==> src/rtl/control_sequencer.sv <==
// rtl/control_sequencer.sv - two-byte instruction control sequencer
// Fetches opcode and immediate, decodes, runs memory phases and drives datapath strobes.
module control_sequencer #(
    parameter int FWIDTH  = 4,
    parameter int ALUCTLW = 4
) (
    input  logic               clk,
    input  logic               res,
    input  logic [7:0]         mem_rdata,
    input  logic               mem_ack,
    input  logic [FWIDTH-1:0]  flags,
    output logic               mem_req,
    output logic               mem_we,
    output logic               addr_sel,
    output logic [7:0]         immediate,
    output logic [1:0]         ac_source,
    output logic               write_ac,
    output logic               mar_source,
    output logic               write_mar,
    output logic [1:0]         mdr_source,
    output logic               write_mdr,
    output logic               write_flags,
    output logic [1:0]         pc_source,
    output logic               write_pc,
    output logic [2:0]         ALU_op_select,
    output logic [ALUCTLW-1:0] ALUctl,
    output logic               halted,
    output logic               illegal
);

    typedef enum logic [2:0] {
        FETCH_OP,
        FETCH_IMM,
        DECODE,
        MEM_RD,
        MEM_WR,
        EXEC,
        HALT
    } state_t;

    localparam logic [3:0] OP_NOP  = 4'h0;
    localparam logic [3:0] OP_LDI  = 4'h1;
    localparam logic [3:0] OP_LD   = 4'h2;
    localparam logic [3:0] OP_ST   = 4'h3;
    localparam logic [3:0] OP_ALUI = 4'h4;
    localparam logic [3:0] OP_ALUM = 4'h5;
    localparam logic [3:0] OP_JMP  = 4'h6;
    localparam logic [3:0] OP_JZ   = 4'h7;
    localparam logic [3:0] OP_HLT  = 4'hF;

    state_t     state_q, state_d;
    logic [7:0] opcode_q, opcode_d;
    logic [7:0] imm_q, imm_d;
    logic [3:0] op_class;
    logic       zero_flag;

    // Only the zero flag steers sequencing; the remaining flag bits are datapath-only.
    logic unused_flags;
    assign unused_flags = ^flags;

    assign op_class  = opcode_q[7:4];
    assign zero_flag = flags[0];
    assign immediate = imm_q;

    always_ff @(posedge clk or posedge res) begin
        if (res) begin
            state_q  <= FETCH_OP;
            opcode_q <= 8'h00;
            imm_q    <= 8'h00;
        end else begin
            state_q  <= state_d;
            opcode_q <= opcode_d;
            imm_q    <= imm_d;
        end
    end

    always_comb begin
        state_d       = state_q;
        opcode_d      = opcode_q;
        imm_d         = imm_q;
        mem_req       = 1'b0;
        mem_we        = 1'b0;
        addr_sel      = 1'b0;
        ac_source     = 2'b00;
        write_ac      = 1'b0;
        mar_source    = 1'b0;
        write_mar     = 1'b0;
        mdr_source    = 2'b00;
        write_mdr     = 1'b0;
        write_flags   = 1'b0;
        pc_source     = 2'b00;
        write_pc      = 1'b0;
        ALU_op_select = 3'b000;
        ALUctl        = '0;
        halted        = 1'b0;
        illegal       = 1'b0;

        // Everything stays quiet while reset is held, even though state already reads FETCH_OP.
        if (!res) begin
            unique case (state_q)
                FETCH_OP: begin
                    mem_req = 1'b1;
                    if (mem_ack) begin
                        write_pc = 1'b1;
                        opcode_d = mem_rdata;
                        state_d  = FETCH_IMM;
                    end
                end
                FETCH_IMM: begin
                    mem_req = 1'b1;
                    if (mem_ack) begin
                        write_pc = 1'b1;
                        imm_d    = mem_rdata;
                        state_d  = DECODE;
                    end
                end
                DECODE: begin
                    state_d = FETCH_OP;
                    case (op_class)
                        OP_NOP: ;
                        OP_LDI: begin
                            ac_source = 2'b11;
                            write_ac  = 1'b1;
                        end
                        OP_ALUI: begin
                            ALU_op_select = 3'b110;
                            ALUctl        = ALUCTLW'(opcode_q);
                            ac_source     = 2'b10;
                            write_ac      = 1'b1;
                            write_flags   = 1'b1;
                        end
                        OP_JMP: begin
                            pc_source = 2'b01;
                            write_pc  = 1'b1;
                        end
                        OP_JZ: begin
                            if (zero_flag) begin
                                pc_source = 2'b01;
                                write_pc  = 1'b1;
                            end
                        end
                        OP_LD, OP_ALUM: begin
                            mar_source = 1'b1;
                            write_mar  = 1'b1;
                            state_d    = MEM_RD;
                        end
                        OP_ST: begin
                            mar_source = 1'b1;
                            write_mar  = 1'b1;
                            mdr_source = 2'b11;
                            write_mdr  = 1'b1;
                            state_d    = MEM_WR;
                        end
                        OP_HLT: state_d = HALT;
                        default: illegal = 1'b1;
                    endcase
                end
                MEM_RD: begin
                    mem_req  = 1'b1;
                    addr_sel = 1'b1;
                    if (mem_ack) begin
                        mdr_source = 2'b01;
                        write_mdr  = 1'b1;
                        state_d    = EXEC;
                    end
                end
                MEM_WR: begin
                    mem_req  = 1'b1;
                    mem_we   = 1'b1;
                    addr_sel = 1'b1;
                    if (mem_ack) begin
                        state_d = FETCH_OP;
                    end
                end
                EXEC: begin
                    state_d = FETCH_OP;
                    if (op_class == OP_ALUM) begin
                        ALU_op_select = 3'b111;
                        ALUctl        = ALUCTLW'(opcode_q);
                        ac_source     = 2'b10;
                        write_ac      = 1'b1;
                        write_flags   = 1'b1;
                    end else begin
                        ac_source = 2'b01;
                        write_ac  = 1'b1;
                    end
                end
                HALT: halted = 1'b1;
                default: state_d = FETCH_OP;
            endcase
        end
    end

endmodule

==> config.mk <==
export PLATFORM = sky130hd
export DESIGN_NAME = control_sequencer
export DESIGN_NICKNAME = d
export VERILOG_FILES = /design/src/rtl/control_sequencer.sv
export SDC_FILE = /design/constraint.sdc
export NUM_CORES = 1
export LEC_CHECK = 0
export CAP_MARGIN = 20
export CELL_PAD_IN_SITES_DETAIL_PLACEMENT = 0
export CELL_PAD_IN_SITES_GLOBAL_PLACEMENT = 1
export CORE_AREA = 2 2 64 66
export DETAILED_ROUTE_END_ITERATION = 16
export DIE_AREA = 0 0 66 68
export GPL_TIMING_DRIVEN = 0
export PLACE_DENSITY = 0.77
export SLEW_MARGIN = 30
export SYNTH_ARGS = -nofsm -noshare
export SYNTH_HDL_FRONTEND = slang
export SYNTH_SLANG_ARGS = --single-unit
==> constraint.sdc <==
create_clock -name clk -period 2.4 [get_ports clk]
set_input_delay 0.48 -clock clk [delete_from_list [all_inputs] [get_ports clk]]
set_output_delay 0.48 -clock clk [all_outputs]
set_load 0.02 [all_outputs]
==> summary.md, run 1 <==
| Metric | Value |
|---|---|
| CP Class | `in -> out` |
| Post-synth EDFFs | `0` |
| Status | `complete, no violations` |
| Syn. warnings | `0` |
| PD cells | `1080 mW/mm^2` |
| Yosys reg bits | `19` |
| Syn Area/Cell | `9.77 sq um` |
| Gpl congestion | `0.788` |
| Post-route insts no fill | `about 220` |
| First-pass GRT wire length | `5180 um` |
| Inserted Clock Buffers | `3` |
| Clock Pin Slew Worst Setup and Hold Paths | `~70 ps` |
| Asr flop ratio synth | `100%` |
| DP Wirelength | `2250 um` |
| Gr ovfl total | `0` |
| Largest net degree at the start of global routing | `12` |
| Type of origin of the critical path | `primary input` |
| ANT cells | `0` |
| Post-DR vias/cell | `4.99` |
| DR WL/cell | `14.2 um` |
| Syn_nets | `140` |
| Final instance area | `0.00178 sq mm` |
| CP endpoint kind | `primary output` |
| FMAX | `between 400 and 500 MHz` |
| Hold slack | `508 ps` |
| Root buffer cell | `clkbuf_8` |
| Dpl cells | `~220` |
| Minimum clock period | `2310 ps` |
| GR Util All Layers | `between 10% and 20%` |
| Most common cell in the netlist | `dfrtp_1` |
| Vias in the first global route | `1,090` |
| Detailed Routing Iterations Pass 1 | `4` |
| Chip height | `68 um` |
| Initial antenna violation count | `0` |
| Hold Path Class | `reg -> reg` |
| Rows | `23` |
| Starting Density | `31.7%` |
| Final Hold Viols | `0` |
| Sequential element share of the synthesized area | `38.9%` |
| Endpoints failing setup | `0` |
| Slew Viols, Final | `0` |
| CP peak stage delay | `between 600 and 700 ps` |
| Pre-CTS setup slack | `-1120 ps` |
| Yosys top cell area share | `38.9%` |
| DRC errors left | `0` |
| CP max stage cell | `clkdlybuf4s50_1` |
| Synthesis-to-layout area growth | `45.9%` |
| CTS tree | `done` |
| Max cap viols | `0` |
| Largest area contributor in the netlist | `dfrtp_1` |
| CP Data Arrival Time | `1830 ps` |
| Share of layout cells above drive strength 1 | `33.9%` |
| Drt initial violations | `63` |
| Final Util | `46.2%` |
| IO Port Bufs | `41` |
| Crit Path Max Fanout | `11` |
| Cell family with most CP delay | `buffers and inverters` |
| Area contributors post-synth | `dfrtp_1 (39%), mux2_2 (15%), buf_4 (4.3%)` |
| Hold_buf cts | `0` |
| Part of the cycle the worst path needs | `96.2%` |
| Detail Route Antenna Nets | `0` |
| Clock Path Buffers | `2` |
| Filler Cells Inserted | `398` |
| Post-Syn Area | `0.00122 sq mm` |
| Worst Path Buf+Inv | `4` |
| Nets | `190` |
| Htree depth | `1` |
| Core area | `0.00386 sq mm` |
| Worst VDD drop | `0.000464 V` |
| WL final | `between 3000 and 4000 um` |
| Clock insertion delay at the later pin of the skew report | `250 ps` |
| DIE AREA | `0.00449 sq mm` |
| Synth Flop Type | `dfrtp_1` |
| Req. time, crit path | `1920 ps` |
| Pleak | `0.829 nW` |
| Die Width | `66 um` |
| Via count | `1,117` |
| Library cells used by synthesis | `39` |
| Clk_skew | `between 4 and 5 ps` |
| CP cell instances | `dlygate4sd2_1 -> clkbuf_8 -> clkinvlp_4 -> nand2_1 -> nor2_1 -> clkdlybuf4s50_1` |
| FF+latch area | `between 400 and 500 sq um` |
| Final WS setup | `92.0 ps` |
| Placed Area | `0.00170 sq mm` |
| Top cells by count, synth | `dfrtp_1 (19), mux2_2 (16), nor2_1 (10)` |
| Post-Synthesis Cells | `125` |
| Clock sinks | `19` |
| Area of the multi-input gates | `677 sq um` |
| IO Pins | `between 40 and 50` |
[layout make-up]
type,instances,share of cell area (%)
tap,50,3.51
clock buffer,3,2.32
sequential,19,26.8
clock inverter,1,0.281
buffer,14,5.97
timing repair buffer,44,22.2
inverter,2,0.632
multi-input combinational,90,38.0
timing repair inverter,1,0.281
[report_power, final]
part	internal (W)	switching, W	total (W)
clock network	0.000115	0.000106	0.000221
registers	0.000482	0.000120	0.000602
logic	0.000533	0.000574	0.00111
[through the flow]
stage / setup TNS, ps / power [W]
after floorplan: 0 / 0.00131
after global placement: -8980 / 0.00166
after global routing: -4.17 / 0.00208
final: 0 / 0.00193
after detailed placement: -8750 / 0.00167
after CTS: 0 / 0.00193
[placed cells by master, fill, tap and decap left out, types with 3 or more instances in the layout]
cell type and instances:
a21oi_1 5, and2_1 4, buf_4 13, clkbuf_2 7, clkbuf_8 4, clkdlybuf4s50_1 18
dfrtp_1 17, dlygate4sd2_1 9, dlymetal6s2s_1 4, mux2_2 16, nand2_1 7, nand2b_1 4
nor2_1 10, nor4_1 3, o21ai_0 4
[per-layer routing]
| layer | vias up | global-route usage (%) | wire length (um) | share of wire (%) |
|---|---|---|---|---|
| met5 | - | 0 | 0 | 0 |
| met4 | 0 | 5.87 | 41 | 1.3 |
| met3 | 4 | 4.28 | 261 | 8.2 |
| met2 | 32 | 22.6 | 1470 | 46 |
| met1 | 546 | 20.0 | 1410 | 44 |
| li1 | 535 | - | - | - |
[registers in the layout, indices dropped and copies added, names as in the netlist]
name	flops
immediate	8
state_q	3
opcode_q	8
[timing repair]
action,in CTS,in global routing
pin swaps,0,1
endpoints found under the setup margin,23,16
setup buffers,3,0
cloned,1,0
gates resized for setup,38,20
[cells by family (layout without fill, tap and decap cells)]
kind of cell	count (synthesis)	in the layout	synth area share [%]
AOI/OAI and AO/OA	18	18	9.32
xor gates and xnor gates	3	3	2.15
buffers and inverters	16	65	7.99
DFF	19	19	38.9
muxes	17	17	15.6
other	1	1	0.307
and+or+nand+nor	51	51	25.7
[final timing paths]
path | endpoint | cells after the start | start | slack (ps)
max in group asynchronous | opcode_q[0] | 3 | res | 1550
min in group asynchronous | immediate[0] | 3 | res | 590
worst max register to register | immediate[6] | 4 | state_q[2] | 820
worst min-delay path | immediate[7] | 1 | immediate[7] | 510
worst min register to register | immediate[7] | 1 | immediate[7] | 510
worst max-delay path | halted | 6 | res | 90
(Power assumes the default switching activity.)
==> inputs of run 2 (changes only) <==
PLACE_DENSITY = 0.79   (was 0.77)
==> run 2 against run 1 <==
  * Die area is the same
  * Non-clock buffer count shrank 1
  * Flip-flop and latch count unchanged
  * Fmax down 3.3%
  * Combinational power barely moved
  * Clock-buffer cell count stayed put
  * Worst hold slack improved by 3.5 ps
  * First-iteration DRC count decreased by 30%
  * Largest cell class unchanged
==> summary.md, run 2 (same netlist as run 1, synthesis figures left out) <==
| Metric | Value |
|---|---|
| Req. time, crit path | `1920 ps (about the same)` |
| Worst VDD drop | `0.000711 V (+53%)` |
| Gpl congestion | `0.797 (+1.1%)` |
| Comb pwr share | `57.5% (about the same)` |
| Net load switching power | `0.000811 W (+1.3%)` |
| IO Pins | `47 (unchanged)` |
| Core area | `0.00386 sq mm (unchanged)` |
| Endpoints failing setup | `0 (unchanged)` |
| Max cap viols | `0 (unchanged)` |
| CTS tree | `done` |
| First-pass GRT wire length | `4950 um (-4.4%)` |
| P_int | `0.00112 W (-0.83%)` |
| Gr ovfl total | `0 (unchanged)` |
| Final WS setup | `13.9 ps (-78.1 ps)` |
| Worst Path Buf+Inv | `2 (-2)` |
| Part of the cycle the worst path needs | `99.4% (+3.3 points)` |
| Crit Path Max Fanout | `7 (-4)` |
| Nets | `189 (-0.53%)` |
| Hold_buf cts | `0 (unchanged)` |
| FMAX | `419 MHz (-3.3%)` |
| Filler Cells Inserted | `399 (+0.25%)` |
| Clock Path Buffers | `2 (unchanged)` |
| Sequential power share | `31.0% (-0.2 points)` |
| Slew Viols, Final | `0 (unchanged)` |
| Die Width | `66 um (unchanged)` |
| Final instance area | `0.00177 sq mm (-0.70%)` |
| RSZ-0062 raised after global routing | `true` |
| Type of origin of the critical path | `flip-flop` |
| Via count | `1,143 (+2.3%)` |
| Clk_skew | `8.34 ps (+4.18 ps)` |
| Chip height | `68 um (unchanged)` |
| Pleak | `0.809 nW (-2.3%)` |
| Inserted Clock Buffers | `3 (unchanged)` |
| Pre-CTS setup slack | `-1110 ps (+11.7 ps)` |
| IO Port Bufs | `41 (unchanged)` |
| Htree depth | `1 (unchanged)` |
| DP Wirelength | `2270 um (+0.67%)` |
| CP peak stage delay | `380 ps (-230 ps)` |
| DIE AREA | `0.00449 sq mm (unchanged)` |
| PD cells | `1090 mW/mm^2 (+0.76%)` |
| DR WL/cell | `14.1 um (-0.37%)` |
| Detail Route Antenna Nets | `0 (unchanged)` |
| WL final | `3160 um (-0.82%)` |
| Minimum clock period | `2390 ps (+78.1 ps)` |
| Share of layout cells above drive strength 1 | `33.5% (-0.38 points)` |
| Final Hold Viols | `0 (unchanged)` |
| Clock group share of total power | `11.5% (about the same)` |
| CP Data Arrival Time | `1910 ps (+80 ps)` |
| Rows | `23 (unchanged)` |
| Clock insertion delay at the later pin of the skew report | `260 ps (about the same)` |
| DRC errors left | `0 (unchanged)` |
| Post-DR vias/cell | `5.13 (+2.8%)` |
| CP Class | `reg -> out` |
| Synthesis-to-layout area growth | `44.9%` |
| ANT cells | `0 (unchanged)` |
| Placed Area | `0.00170 sq mm (unchanged)` |
| Clock Pin Slew Worst Setup and Hold Paths | `60 ps (about the same)` |
| CP max stage cell | `dfrtp_1` |
| Status | `complete, no violations` |
| Largest net degree at the start of global routing | `12 (unchanged)` |
| Starting Density | `31.7% (unchanged)` |
| Vias in the first global route | `1,080 (-0.92%)` |
| Detailed Routing Iterations Pass 1 | `4 (unchanged)` |
| Most frequent cells in the layout | `dfrtp_1 (19), clkdlybuf4s50_1 (19), mux2_2 (16), buf_4 (13)` |
| GR Util All Layers | `14.5% (-0.37 points)` |
| Clock sinks | `19 (unchanged)` |
| Cell family with most CP delay | `simple AND/OR/NAND/NOR gates` |
| Root buffer cell | `clkbuf_8` |
| Hold Path Class | `reg -> reg` |
| CP endpoint kind | `primary output` |
| Drt initial violations | `44 (-30%)` |
| Sw Share | `42.0% (+0.52 points)` |
| Initial antenna violation count | `0 (unchanged)` |
| CP cell instances | `buf_4 -> and3b_2 -> a21oi_1 -> and4bb_4 -> and2_1 -> clkdlybuf4s15_2` |
[run 2: cell types whose count changed in the layout (fill, tap and decap cells not counted), sizes merged]
| cell | change |
|---|---|
| dlygate4sd2 | +1 |
| clkdlybuf4s50 | +1 |
| clkdlybuf4s15 | -1 |
| buf | +3 |
| clkbuf | -3 |
| dlymetal6s2s | -2 |
[run 2: cell type report]
cell class                      instances  area (sq um)  share of cell area (%)
Timing Repair Buffer                   43           379                    21.4
Inverter                                2          11.3                   0.636
Timing Repair inverter                  1          5.00                   0.283
Clock buffer                            3          41.3                    2.33
Clock inverter                          1          5.00                   0.283
Sequential cell                        19           475                    26.9
Buffer                                 14           106                    6.01
Tap cell                               50          62.6                    3.54
Multi-Input combinational cell         90           683                    38.6
[run 2: stage by stage]
| step | hold WS [ps] | power [W] | instances | TNS, ps | utilization (%) |
|---|---|---|---|---|---|
| final | 511 | 0.00193 | 223 | 0 | 45.9 |
| after global placement | 481 | 0.00165 | 216 | -8940 | 44.1 |
| after floorplan | 471 | 0.00131 | 125 | 0 | - |
| after CTS | 508 | 0.00192 | 223 | 0 | 46.2 |
| after global routing | 534 | 0.00207 | 223 | -69.9 | 45.9 |
| after detailed placement | 490 | 0.00167 | 216 | -8910 | 44.1 |
[run 2: metal layers]
metal | wire [um] | share of wire [%] | GRT usage (%)
met1 | 1350 | 43 | 18.7
met3 | 253 | 8.0 | 3.95
met2 | 1480 | 47 | 22.3
met4 | 70 | 2.2 | 7.40
met5 | 0 | 0 | 0
[run 2: path summary, 6_finish.rpt]
| path | start | endpoint | slack (ps) | cells after the start |
|---|---|---|---|---|
| min | opcode_q[2] | opcode_q[2] | 510 | 1 |
| min in group asynchronous | res | immediate[4] | 590 | 3 |
| max in group asynchronous | res | immediate[1] | 1550 | 3 |
| max | state_q[1] | ALUctl[2] | 10 | 6 |
| max reg2reg | state_q[2] | immediate[2] | 790 | 4 |
| min reg2reg | opcode_q[2] | opcode_q[2] | 510 | 1 |
[run 2: what timing repair did]
action / in CTS / in global routing
resized for setup: 43 / 16
endpoints found under the setup margin: 23 / 13
gates cloned: 1 / 0
buffers inserted: 2 / 0
[run 2: worst register-to-register path: stages (launching register included)]
cell,delay [ps]
dfrtp_1,400
buf_4,190
nor2_4,180
nand4b_2,350
mux2_2,380
[run 2: power by group through the flow]
stage / clock (W) / sequential (W) / combinational, W
after global placement: 0 / 0.000593 / 0.00106
final: 0.000222 / 0.000599 / 0.00111
after CTS: 0.000227 / 0.000590 / 0.00110
after floorplan: 0 / 0.000658 / 0.000647
after global routing: 0.000242 / 0.000614 / 0.00121
after detailed placement: 0 / 0.000600 / 0.00107
==> inputs of run 3 (changes only) <==
MAX_ROUTING_LAYER = met4   (was not set)
==> run 3 against run 2 <==
  * Utilization is the same
  * Clock power about the same
  * Via count grew 0.17%
  * Critical path type unchanged
  * Largest cell class unchanged
==> summary.md, run 3 (same netlist as run 1, synthesis figures left out) <==
| Metric | Value |
|---|---|
| Inserted Clock Buffers | `3 (unchanged)` |
| FMAX | `419 MHz (about the same)` |
| RSZ-0062 raised after global routing | `true` |
| Crit Path Max Fanout | `7 (unchanged)` |
| ANT cells | `0 (unchanged)` |
| Post-route insts no fill | `223 (unchanged)` |
| Nets | `189 (unchanged)` |
| Hold_buf cts | `0 (unchanged)` |
| Clock sinks | `19 (unchanged)` |
| Via count | `1,145 (+0.17%)` |
| Drt initial violations | `38 (-14%)` |
| Reg2Reg Depth | `4 (unchanged)` |
| Slew Viols, Final | `0 (unchanged)` |
| Vias in the first global route | `1,080 (unchanged)` |
| WL final | `3130 um (-0.79%)` |
| Top Metal Used | `met4` |
| Crit Reg-Reg Endpoint | `immediate[2]` |
| Clk_skew | `6.59 ps (-1.75 ps)` |
| Htree depth | `1 (unchanged)` |
| DRC errors left | `0 (unchanged)` |
| First-pass GRT wire length | `4950 um (+0.14%)` |
| Endpoints failing setup | `0 (unchanged)` |
| Chip height | `68 um (unchanged)` |
| CP Class | `reg -> out` |
| Pleak | `0.809 nW (unchanged)` |
| Detail Route Antenna Nets | `0 (unchanged)` |
| Synthesis-to-layout area growth | `44.9% (unchanged)` |
| GR Util All Layers | `14.9% (+0.42 points)` |
| CTS tree | `done` |
| Area of the multi-input gates | `683 sq um (unchanged)` |
| Dpl cells | `216 (unchanged)` |
| IO Port Bufs | `41 (unchanged)` |
| Gr ovfl total | `0 (unchanged)` |
| Clock Path Buffers | `2 (unchanged)` |
| Post-DR vias/cell | `5.13 (+0.17%)` |
| DIE AREA | `0.00449 sq mm (unchanged)` |
| Met1 Wirelength | `1330 um (-1.6%)` |
| Clock Pin Slew Worst Setup and Hold Paths | `60 ps (about the same)` |
| Met2 wire length | `1480 um (-0.14%)` |
| Share of layout cells above drive strength 1 | `33.5% (unchanged)` |
| DP Wirelength | `2270 um (unchanged)` |
| Root buffer cell | `clkbuf_8` |
| Part of the cycle the worst path needs | `99.5% (about the same)` |
| Final Hold Viols | `0 (unchanged)` |
| Reg2reg setup slack | `790 ps (about the same)` |
| Rows | `23 (unchanged)` |
| RR Startpoint | `state_q[2]` |
| Worst Setup SP | `state_q[1]` |
| Most frequent cells in the layout | `dfrtp_1 (19), clkdlybuf4s50_1 (19), mux2_2 (16), buf_4 (13)` |
| Starting Density | `31.7% (unchanged)` |
| Type of origin of the critical path | `flip-flop` |
| CP endpoint kind | `primary output` |
| CP Data Arrival Time | `1910 ps (about the same)` |
| Status | `complete, no violations` |
| Clock insertion delay at the later pin of the skew report | `260 ps (about the same)` |
| Pre-CTS setup slack | `-1110 ps (unchanged)` |
| FF+latch area | `475 sq um (unchanged)` |
| Minimum clock period | `2390 ps (+1.76 ps)` |
| Met3 WL post-DR | `252 um (-0.40%)` |
| Max cap viols | `0 (unchanged)` |
| Die Width | `66 um (unchanged)` |
| Largest net degree at the start of global routing | `12 (unchanged)` |
| Initial antenna violation count | `0 (unchanged)` |
| Worst setup path endpoint | `ALUctl[2]` |
| PD cells | `1090 mW/mm^2 (-0.22%)` |
| Hold slack | `510 ps (-1.03 ps)` |
| Hold Path Class | `reg -> reg` |
| Final WS setup | `12.2 ps (-1.76 ps)` |
| Filler Cells Inserted | `399 (unchanged)` |
| Req. time, crit path | `1920 ps (about the same)` |
| Gpl congestion | `0.808 (+1.4%)` |
| IO Pins | `47 (unchanged)` |
| Detailed Routing Iterations Pass 1 | `4 (unchanged)` |
| Worst VDD drop | `0.000711 V (about the same)` |
| Setup TNS | `0 ps (unchanged)` |
| Core area | `0.00386 sq mm (unchanged)` |
| DR WL/cell | `14.0 um (-0.79%)` |
==> run 3: where the power goes <==
part	internal [W]	total [W]	leakage (nW)	switching (W)
clock	0.000115	0.000221	0.0255	0.000105
sequential	0.000479	0.000597	0.230	0.000118
combinational	0.000527	0.00111	0.554	0.000583
==> run 3: how the worst min path moves through the flow <==
stage,start,to,cells after the start
after global placement,opcode_q[3],opcode_q[3],1
after detailed placement,opcode_q[1],opcode_q[1],1
after global routing,immediate[6],immediate[6],1
after CTS,opcode_q[1],opcode_q[1],1
final,opcode_q[1],opcode_q[1],1
after floorplan,opcode_q[0],opcode_q[0],1
==> run 3: per-layer routing <==
layer,global-route usage [%],vias up
li1,-,538
met1,19.0,558
met2,22.3,42
met3,3.45,7
met4,7.40,0
met5,-,-
==> run 3: final cells by class <==
cell class,count,share of cell area (%)
multi-input cells,90,38.6
flip-flops and latches,19,26.9
repair buffers,43,21.4
plain buffers,14,6.01
well taps,50,3.54
clock buffers,3,2.33
inverters,2,0.636
clock inverters,1,0.283
repair inverters,1,0.283
==> run 3: through the flow <==
| step | area (sq um) | util (%) | power [W] |
|---|---|---|---|
| 3_3_place_gp | 1700 | 44.1 | 0.00165 |
| 6_report | 1770 | 45.9 | 0.00193 |
| 5_1_grt | 1770 | 45.9 | 0.00207 |
| 2_1_floorplan | 1230 | - | 0.00131 |
| 4_1_cts | 1780 | 46.2 | 0.00192 |
| 3_5_place_dp | 1700 | 44.1 | 0.00167 |
==> run 3: timing repair <==
item,4_1_cts,5_1_grt
gates resized for setup,43,16
pin swaps,0,0
setup endpoints to repair,23,13
gates cloned,1,0
buffers inserted,2,0
==> run 3: worst max-delay path: stages (launching register included) <==
cell and delay (ps):
dfrtp_1 380, buf_4 150, and3b_2 270, a21oi_1 70, and4bb_4 380, and2_1 140
clkdlybuf4s15_2 260
